<file path="src/rtl/demux_serial_sender_pkg.sv">
// rtl/demux_serial_sender_pkg.sv - shared channel width and frame state encodings for the demux sender
package demux_serial_sender_pkg;

    // Channel select width: one bit per level of the 1-to-8 demux tree.
    localparam int CHAN_W = 3;

    // Encodings are fixed so the demux-side checker/receiver can decode them.
    typedef enum logic [1:0] {
        ST_IDLE  = 2'd0,
        ST_START = 2'd1,
        ST_DATA  = 2'd2,
        ST_STOP  = 2'd3
    } state_e;

endpackage

</file>
<file path="src/rtl/demux_shift_reg.sv">
// rtl/demux_shift_reg.sv - parallel-load shift register feeding the serial data bit
//
// Ports:
//   clk, rst       clock, asynchronous active-high reset
//   load           capture load_data (takes priority over shift)
//   load_data      WIDTH-bit word to serialise
//   shift          advance one bit toward serial_bit
//   serial_bit     bit currently at the output end (bit0 or bit WIDTH-1)
module demux_shift_reg #(
    parameter int WIDTH     = 8,
    parameter int MSB_FIRST = 0
) (
    input  logic             clk,
    input  logic             rst,
    input  logic             load,
    input  logic [WIDTH-1:0] load_data,
    input  logic             shift,
    output logic             serial_bit
);

    logic [WIDTH-1:0] data_q;
    logic [WIDTH-1:0] data_d;

    always_comb begin
        data_d = data_q;
        if (load) begin
            data_d = load_data;
        end else if (shift) begin
            if (MSB_FIRST != 0) begin
                data_d = data_q << 1;
            end else begin
                data_d = data_q >> 1;
            end
        end
    end

    always_ff @(posedge clk or posedge rst) begin
        if (rst) begin
            data_q <= '0;
        end else begin
            data_q <= data_d;
        end
    end

    assign serial_bit = (MSB_FIRST != 0) ? data_q[WIDTH-1] : data_q[0];

endmodule

</file>
<file path="src/rtl/demux_serial_sender.sv">
// rtl/demux_serial_sender.sv - framed serial sender driving the 1-to-8 demux tree selects
//
// Ports:
//   clk, rst          clock, asynchronous active-high reset
//   in_valid/in_ready word handshake; accepted when both high (ready only in IDLE)
//   in_data           WIDTH-bit word to send
//   in_chan           destination channel 0..7
//   x                 serial frame: start(1), WIDTH data bits, STOP_BITS zeros
//   s1/s2/s3          in_chan[2]/[1]/[0], held stable for the whole frame
//   busy              frame in progress
//   done              one-cycle pulse in the last stop-bit cycle
module demux_serial_sender
    import demux_serial_sender_pkg::*;
#(
    parameter int WIDTH     = 8,
    parameter int STOP_BITS = 1,
    parameter int MSB_FIRST = 0
) (
    input  logic              clk,
    input  logic              rst,
    input  logic              in_valid,
    input  logic [WIDTH-1:0]  in_data,
    input  logic [CHAN_W-1:0] in_chan,
    output logic              in_ready,
    output logic              x,
    output logic              s1,
    output logic              s2,
    output logic              s3,
    output logic              busy,
    output logic              done
);

    localparam int CNT_W  = $clog2(WIDTH + 1);
    localparam int SCNT_W = $clog2(STOP_BITS + 1);
    localparam logic [CNT_W-1:0]  LAST_BIT  = CNT_W'(WIDTH - 1);
    localparam logic [SCNT_W-1:0] LAST_STOP = SCNT_W'(STOP_BITS - 1);

    state_e             state_q, state_d;
    logic [CNT_W-1:0]   bit_cnt_q, bit_cnt_d;
    logic [SCNT_W-1:0]  stop_cnt_q, stop_cnt_d;
    logic [CHAN_W-1:0]  chan_q, chan_d;
    logic               x_q, x_d;
    logic               busy_q, busy_d;
    logic               done_q, done_d;
    logic               in_ready_q, in_ready_d;
    logic               accept;
    logic               shift_en;
    logic               serial_bit;

    assign accept = in_valid && in_ready_q;

    demux_shift_reg #(
        .WIDTH     (WIDTH),
        .MSB_FIRST (MSB_FIRST)
    ) u_shift (
        .clk        (clk),
        .rst        (rst),
        .load       (accept),
        .load_data  (in_data),
        .shift      (shift_en),
        .serial_bit (serial_bit)
    );

    // Outputs are registered, so every *_d below is the value for the state
    // being entered: x_d carries the bit of the next cycle, and the shift
    // register advances on the same edge that bit is captured into x_q.
    always_comb begin
        state_d    = state_q;
        bit_cnt_d  = bit_cnt_q;
        stop_cnt_d = stop_cnt_q;
        chan_d     = chan_q;
        x_d        = 1'b0;
        busy_d     = 1'b1;
        done_d     = 1'b0;
        in_ready_d = 1'b0;
        shift_en   = 1'b0;
        case (state_q)
            ST_IDLE: begin
                busy_d     = 1'b0;
                in_ready_d = 1'b1;
                if (accept) begin
                    state_d    = ST_START;
                    chan_d     = in_chan;
                    x_d        = 1'b1;
                    busy_d     = 1'b1;
                    in_ready_d = 1'b0;
                end
            end
            ST_START: begin
                state_d   = ST_DATA;
                bit_cnt_d = '0;
                x_d       = serial_bit;
                shift_en  = 1'b1;
            end
            ST_DATA: begin
                if (bit_cnt_q == LAST_BIT) begin
                    state_d    = ST_STOP;
                    stop_cnt_d = '0;
                    done_d     = (STOP_BITS == 1);
                end else begin
                    bit_cnt_d = bit_cnt_q + 1'b1;
                    x_d       = serial_bit;
                    shift_en  = 1'b1;
                end
            end
            ST_STOP: begin
                if (stop_cnt_q == LAST_STOP) begin
                    state_d    = ST_IDLE;
                    busy_d     = 1'b0;
                    in_ready_d = 1'b1;
                end else begin
                    stop_cnt_d = stop_cnt_q + 1'b1;
                    done_d     = ((stop_cnt_q + 1'b1) == LAST_STOP);
                end
            end
            default: begin
                state_d    = ST_IDLE;
                busy_d     = 1'b0;
            end
        endcase
    end

    always_ff @(posedge clk or posedge rst) begin
        if (rst) begin
            state_q    <= ST_IDLE;
            bit_cnt_q  <= '0;
            stop_cnt_q <= '0;
            chan_q     <= '0;
            x_q        <= 1'b0;
            busy_q     <= 1'b0;
            done_q     <= 1'b0;
            in_ready_q <= 1'b0;
        end else begin
            state_q    <= state_d;
            bit_cnt_q  <= bit_cnt_d;
            stop_cnt_q <= stop_cnt_d;
            chan_q     <= chan_d;
            x_q        <= x_d;
            busy_q     <= busy_d;
            done_q     <= done_d;
            in_ready_q <= in_ready_d;
        end
    end

    assign in_ready = in_ready_q;
    assign x        = x_q;
    assign s1       = chan_q[2];
    assign s2       = chan_q[1];
    assign s3       = chan_q[0];
    assign busy     = busy_q;
    assign done     = done_q;

endmodule

</file>
<file path="config.mk">
export PLATFORM = sky130hd
export DESIGN_NAME = demux_serial_sender
export DESIGN_NICKNAME = d
export VERILOG_FILES = /design/src/rtl/demux_serial_sender_pkg.sv /design/src/rtl/demux_shift_reg.sv /design/src/rtl/demux_serial_sender.sv
export SDC_FILE = /design/constraint.sdc
export NUM_CORES = 1
export LEC_CHECK = 0
export BUFFER_PORTS_ARGS = -buffer_cell sky130_fd_sc_hd__buf_2
export CAP_MARGIN = 20
export CORE_MARGIN = 1
export CORE_UTILIZATION = 35
export CTS_CLUSTER_DIAMETER = 30
export DETAILED_ROUTE_END_ITERATION = 8
export GPL_TIMING_DRIVEN = 0
export PLACE_DENSITY = 0.52
export SLEW_MARGIN = 20
export SYNTH_ARGS = -nofsm -noshare
export SYNTH_HDL_FRONTEND = slang
export SYNTH_SLANG_ARGS = --single-unit
</file>
<file path="constraint.sdc">
create_clock -name clk -period 1.75 [get_ports clk]
set_input_delay 0.175 -clock clk [delete_from_list [all_inputs] [get_ports clk]]
set_output_delay 0.175 -clock clk [all_outputs]
set_load 0.03 [all_outputs]
</file>
# After elaboration in Yosys (flattened, before gate mapping)
# Cells that the tools add are included.
# totals
regBits	22
inputBits	14
output_inout_bits	7
word_cells	53
# op_classes
n_addsub	2
n_eq_ne	8
muxes	24
bitwise_logic	1
n_reduce_logical	9
# op_table
operator	n
2-to-1 mux 8 bit	2
2-to-1 mux 1 bit	10
one-hot mux 1 bit (2 select lines)	5
inequality test 2 bit, second input constant	4
one-hot mux 2 bit (4 select lines)	1
one-hot mux 4 bit (2 select lines)	1
2-to-1 mux 2 bit	3
AND reduction 2 bit	3
nonzero test 2 bit	3
adder 4 x 1 -> 4 bit, second input constant	1
equality test 2 bit, second input constant	2
equality test 4 x 3 -> 1 bit, second input constant	1
2-to-1 mux 4 bit	1
one-hot mux 1 bit (3 select lines)	1
AND reduction 3 bit	1
equality test 2 x 1 -> 1 bit, second input constant	1
zero test 2 bit	1
adder 1 bit, second input constant	1
logical AND 1 bit	1
NOT 1 bit	1

# Depth between registers and ports, before layout
# Gate-level depths: netlist (run 1).
# depth
depth_word	5
ltp_mapped	6
mapped_depth_nobuf	5

# Hierarchy
# From an unflattened synthesis (run 1), not the netlist that was laid out.
# hier_totals
cells_unflattened	89
area_unflattened_um2	1032.2
# modules_own_cells
mod	n_inst	cells_each	area_each_um2	seq_area_each_um2
demux_serial_sender	1	54	659.4	325.3
demux_shift_reg	1	35	372.9	200.2

# Worst setup path after synthesis (run 1)
# Ideal clock, no wire load.
# synth_timing
kind	flip-flop to flip-flop
from	register state_q[0]
to	register state_q[1]
setup_time_ps	128
arrival_time_ps	1326
required_ps	1622
setup_slack_ps	297
path_stages_with_launch	6
n_path_buf	1
period_less_slack_ps	1453
path_cell_list	dfrtp_1 > inv_1 > ha_1 > buf_2 > a22oi_2 > mux2_1
# synth_via
elab_chain_len	3
elab_cells_between_ends	9
cone_classes	6 x eq/ne; 1 x mux; 2 x reduce/logical
# synth_rtl
element	line_no	text
from (decl)	demux_serial_sender.sv:38	state_e state_q, state_d;
from (signal assigned)	demux_serial_sender.sv:134	state_q <= state_d;
equality test 2 bit / zero test 2 bit (equally long branches)	demux_serial_sender.sv:77	case (state_q)
inequality test 2 bit (no line)	-	
AND reduction 3 bit (no line)	-	
# Parallel ways exist; a longest one is shown, timed or not.
# A chain may end at the register's enable or synchronous reset.

# Worst setup path after layout (run 1)
# Same ends and word-level chain as after synthesis.

==> metrics.txt, run 1 <==
status finished clean; CP Launch Point state_q[0]; Via density 5.49; setup ws final ~0.14 ns; TritonCTS Buffers 3; P_sw 0.946 mW; Levels on crit path 5; Cell Pwr Density 1790 nW/um^2; clock root buffer clkbuf_4; CP max stage delay 0.44 ns; FF-to-FF End state_q[1]; # setup viols final 0; CTS clock-pin slew for the worst setup and hold paths 0.12 ns; crit path to state_q[1]; drt total wl 2190 um; Worst R2R Path Depth 5; Layout area overhead 16.1%; DP Area about 1200 sq um; final worst path period share roughly nine tenths; clock latency on the worst-skew pair 0.30 ns; clock sinks 21; Seq cells post-synth 21; CP endpoint kind flop; global-route wire length before repair 3680 um; final hold vios 0; Worst EP arrival 1.80 ns; Post-synth EDFFs 0; Clk network pwr share between 10% and 20%; drt wl/cell 14.1 um; Finished Cell Area around 1200 sq um; DRT iter0 DRCs 45; Die H 56.9 um; largest net degree at the start of global routing 22; area of the die 3240 sq um; Post-DP HPWL 1570 um; Yosys warning total 0; Top delay family on crit path flip-flops; drt pass-1 iters 4; GR Overflow Total 0; Crit path buffers/inverters 2; Layout Utilization a little over two fifths; number of global-route vias before repair 812; Distinct cells, synth 29; Final ANT Viol Nets 0; Synth Area per Inst 10.4 sq um; share of post-route cells with drive strength above 1 27.2%; WS Path Type reg -> reg; # IOs 21; peak supply drop approximately 640 uV; placeable core area around 2800 sq um; # DRC 0; setup_tns 0 ns; Lkg Pwr 0.584 nW; HP Class in -> async; Die X-Extent 56.9 um; Sw Ratio 43.2%; CP required 1.94 ns; synthesized cell area 1050 sq um; Pint 1.24 mW; Final Max Tran Viols 0; post-synthesis async set-or-reset flop share 100%; Max-slew headroom 46.1%; Port-buffer cells 20; Main synth FF type dfrtp_1; Syn Nets 122; Final Skew 0.00362 ns; pre-CTS setup slack 0.0553 ns; reg-to-reg startpoint state_q[0]; Synth Instances just over 100; Tot Pwr about 2.2 mW; Max Clk Rate 623 MHz; initial antenna violation count 0; fill cell count 301; site row count 19; Initial Util 37.6%; crit path launch type flop; Antenna diodes 0; Slew @ Worst Pin about 0.81 ns; register area share after synthesis between 40% and 50%; # Max-Cap Violations 0; RSZ-0062 raised after global routing no; global placer's final weighted congestion 0.787; worst path cell trace inv_1, ha_1, buf_2, a22oi_2, mux2_1; Seq pwr share approximately two fifths; gr usage total 14.6%; crit path max fanout 10; R2R setup slack 0.14 ns; CTS Hold Buffers Added 0; Min Clock Period, post-route 1.61 ns; worst-case clock buffer depth 2; critical path's slowest cell dfrtp_1; Vias 856; H-tree depth 1; nets@finish 147; CTS tree yes; Gate power share 50.6%
[Yosys cell counts (all sizes together), types with 2 or more instances]
master / count / area share [%]
a31oi: 8 / 4.7
buf: 3 / 1.4
dfrtp: 21 / 50
ha: 7 / 8.3
inv: 5 / 1.8
mux2: 4 / 4.3
nand2: 5 / 1.8
nand3: 11 / 5.2
nor2: 10 / 3.6
o211ai: 2 / 1.4
o21ai: 9 / 4.3
[metrics by stage]
step	cells	hold slack, ns
after global placement	152	0.368
after CTS	156	0.0298
after detailed placement	152	0.379
final	156	0.0108
after floorplan	101	0.152
after global routing	156	0.0705
[repair_timing]
item / CTS / global route
endpoints found under the setup margin: 0 / 8
setup buffers: 0 / 0
gates resized for setup: 0 / 2
hold endpoints to repair: 0 / 0
[flip-flops by register name, indices dropped and copies added, names as in the netlist]
register and flops:
u_shift.data_q 8, bit_cnt_q 4, chan_q 3, state_q 2, busy 1, done 1, in_ready 1, x 1
[worst min path at each step]
stage,start,end
global route,rst,u_shift.data_q[2]
detailed placement,rst,done
CTS,rst,done
finish,rst,u_shift.data_q[2]
global placement,rst,u_shift.data_q[1]
floorplan,rst,bit_cnt_q[0]
[per-layer routing]
| metal | routed length [um] | GRT usage, % |
|---|---|---|
| met1 | 1060 | 20.8 |
| met2 | 1060 | 22.5 |
| met3 | 55 | 2.07 |
| met4 | 19 | 5.23 |
| met5 | 0 | 0 |
[cells in the final DEF, fill, tap and decap left out, types with 2 or more instances in the layout]
master / instances
nand2_1: 5
a31oi_1: 8
clkbuf_4: 3
mux2_2: 3
ha_1: 7
nor2_1: 10
buf_2: 23
nand3_1: 11
o211ai_1: 2
dfrtp_1: 21
o21ai_1: 7
inv_1: 5
[layout make-up]
type                    count  area [sq um]  area share [%]
flip-flops and latches     21           526            42.9
multi-input cells          72           500            40.9
repair buffers             20           100            8.17
well taps                  31          38.8            3.17
clock buffers               4          26.3            2.15
inverters                   5          18.8            1.53
plain buffers               3          15.0            1.23
[cell families after synthesis]
logic type | synth area share, %
muxes | 5.22
buffers and inverters | 3.20
and+or+nand+nor | 16.0
AOI/OAI and AO/OA | 17.4
DFF | 49.8
adders and majority gates | 8.30
[worst register-to-register path, cell delays in order, from the launching register on]
cell	delay, ns
dfrtp_1	0.44
inv_1	0.10
ha_1	0.22
buf_2	0.18
a22oi_2	0.21
mux2_1	0.34
[power groups by stage]
stage	clock network, mW	registers, mW	logic, mW
floorplan	0	0.948	0.723
global placement	0	0.849	1.06
detailed placement	0	0.858	1.09
CTS	0.253	0.848	1.09
global route	0.264	0.877	1.23
finish	0.231	0.850	1.11
Note: power is estimated with default switching activity, not from simulation.
==> inputs of run 2 (changes only) <==
- CORE_UTILIZATION: 35 -> 40
- PLACE_DENSITY: 0.52 -> not set
==> metrics.txt, run 2 (synthesis gave the netlist of run 1 again) <==
TritonCTS Buffers 3 (unchanged); nets@finish 147 (unchanged); Slew @ Worst Pin 0.818 ns (was 0.808 ns); initial antenna violation count 0 (unchanged); # IOs 21 (unchanged); number of global-route vias before repair 761 (was 812); R2R setup slack 0.12 ns (was 0.14 ns); Die X-Extent 53.4 um (was 56.9 um); CTS clock-pin slew for the worst setup and hold paths 0.12 ns (about the same); drt pass-1 iters 4 (unchanged); CP Launch Point state_q[0] (unchanged); # Max-Cap Violations 0 (unchanged); gr usage total 17.0% (was 14.6%); crit path to state_q[1] (unchanged); clock sinks 21 (unchanged); Vias 862 (was 856); Cell Pwr Density 1790 nW/um^2 (about the same); most common cell after layout, fill and taps aside buf_2 (unchanged); crit path launch type flop (unchanged); Min Clock Period, post-route 1.63 ns (was 1.61 ns); HP Class in -> async (unchanged); Layout Utilization 49.4% (was 43.7%); share of post-route cells with drive strength above 1 27.2% (unchanged); DRT iter0 DRCs 9 (was 45); Biggest register u_shift.data_q (unchanged); final worst path period share 92.9% (was 91.8%); GR Overflow Total 0 (unchanged); H-tree depth 1 (unchanged); Port-buffer cells 20 (unchanged); FF-to-FF End state_q[1] (unchanged); most frequent cells in the layout 23 x buf_2, 21 x dfrtp_1, 11 x nand3_1 (unchanged); CTS tree yes (unchanged); WS Path Type reg -> reg (unchanged); Largest regs u_shift.data_q x8, bit_cnt_q x4, chan_q x3 (unchanged); # DRC 0 (unchanged); Max Clk Rate 615 MHz (was 623 MHz); CTS Hold Buffers Added 0 (unchanged); Worst EP arrival 1.81 ns (was 1.80 ns); Lkg Pwr 0.584 nW (unchanged); CP endpoint kind flop (unchanged); Resized Gates After CTS 0 (unchanged); clock root buffer clkbuf_4 (unchanged); global-route wire length before repair 3480 um (was 3680 um); peak supply drop 765 uV (was 644 uV); Initial Util 42.6% (was 37.6%); placeable core area 2480 sq um (was 2810 sq um); site row count 18 (was 19); area of the die 2850 sq um (was 3240 sq um); drt total wl 2070 um (was 2190 um); RSZ-0062 raised after global routing no (unchanged); clock latency on the worst-skew pair 0.30 ns (about the same); global placer's final weighted congestion 0.796 (was 0.787); Final ANT Viol Nets 0 (unchanged); largest net degree at the start of global routing 22 (unchanged); postcts setup bufs 0 (unchanged); final hold vios 0 (unchanged); Via density 5.56 (was 5.49); reg-to-reg startpoint state_q[0] (unchanged); Antenna diodes 0 (unchanged); Worst R2R Path Depth 5 (unchanged); status finished clean (unchanged); setup_tns 0 ns (unchanged); Final Skew 0.0102 ns (was 0.00362 ns); worst-case clock buffer depth 2 (unchanged); CP required 1.93 ns (was 1.94 ns); Die H 53.4 um (was 56.9 um); # setup viols final 0 (unchanged); Post-DP HPWL 1530 um (was 1570 um); number of flip-flops in the largest register 8 (unchanged); crit path max fanout 10 (unchanged); drt wl/cell 13.4 um (was 14.1 um); Final Max Tran Viols 0 (unchanged); Layout area overhead 16.0% (was 16.1%); Max-slew headroom 45.4% (was 46.1%)
[run 2: layout make-up]
class,instances,area (sq um)
sequential,21,526
buffer,3,15.0
inverter,5,18.8
fill,252,1250
tap,30,37.5
multi-input combinational,72,500
clock buffer,4,26.3
timing repair buffer,20,100
[run 2: power breakdown]
part / switching, mW / internal, mW / leakage (nW)
Sequential: 0.149 / 0.704 / 0.262
Clock: 0.141 / 0.0885 / 0.0150
Combinational: 0.652 / 0.450 / 0.307
Total: 0.942 / 1.24 / 0.584
[run 2: how the worst min path moves through the flow]
stage	cells after the start	slack [ns]	endpoint
2_1_floorplan	1	0.15	bit_cnt_q[0]
3_3_place_gp	2	0.36	chan_q[1]
3_5_place_dp	2	0.38	bit_cnt_q[0]
4_1_cts	2	0.04	done
5_1_grt	2	0.08	u_shift.data_q[0]
6_report	2	0.02	u_shift.data_q[7]
[run 2: routing by layer]
layer,GRT usage [%],vias to the layer above,part of all wire (%)
met5,0,-,0
met4,5.26,0,0.48
met1,24.0,425,49
met2,26.3,14,48
met3,2.59,2,2.0
li1,-,421,-
[run 2: critical path, stage by stage, from the launching register on]
cell and delay (ns):
dfrtp_1 0.45, inv_1 0.11, ha_1 0.22, buf_2 0.18, a22oi_2 0.21, mux2_1 0.34
[run 2: metrics by stage]
step / std cells / power, mW / worst slack, ns / hold slack, ns / cell area (sq um)
finish: 155 / 2.18 / 0.125 / 0.0161 / 1220
global route: 155 / 2.37 / 0.0297 / 0.0836 / 1220
CTS: 155 / 2.17 / 0.0522 / 0.0404 / 1220
detailed placement: 151 / 1.94 / 0.0688 / 0.383 / 1190
global placement: 151 / 1.90 / 0.138 / 0.362 / 1190
floorplan: 101 / 1.67 / 0.297 / 0.152 / 1050
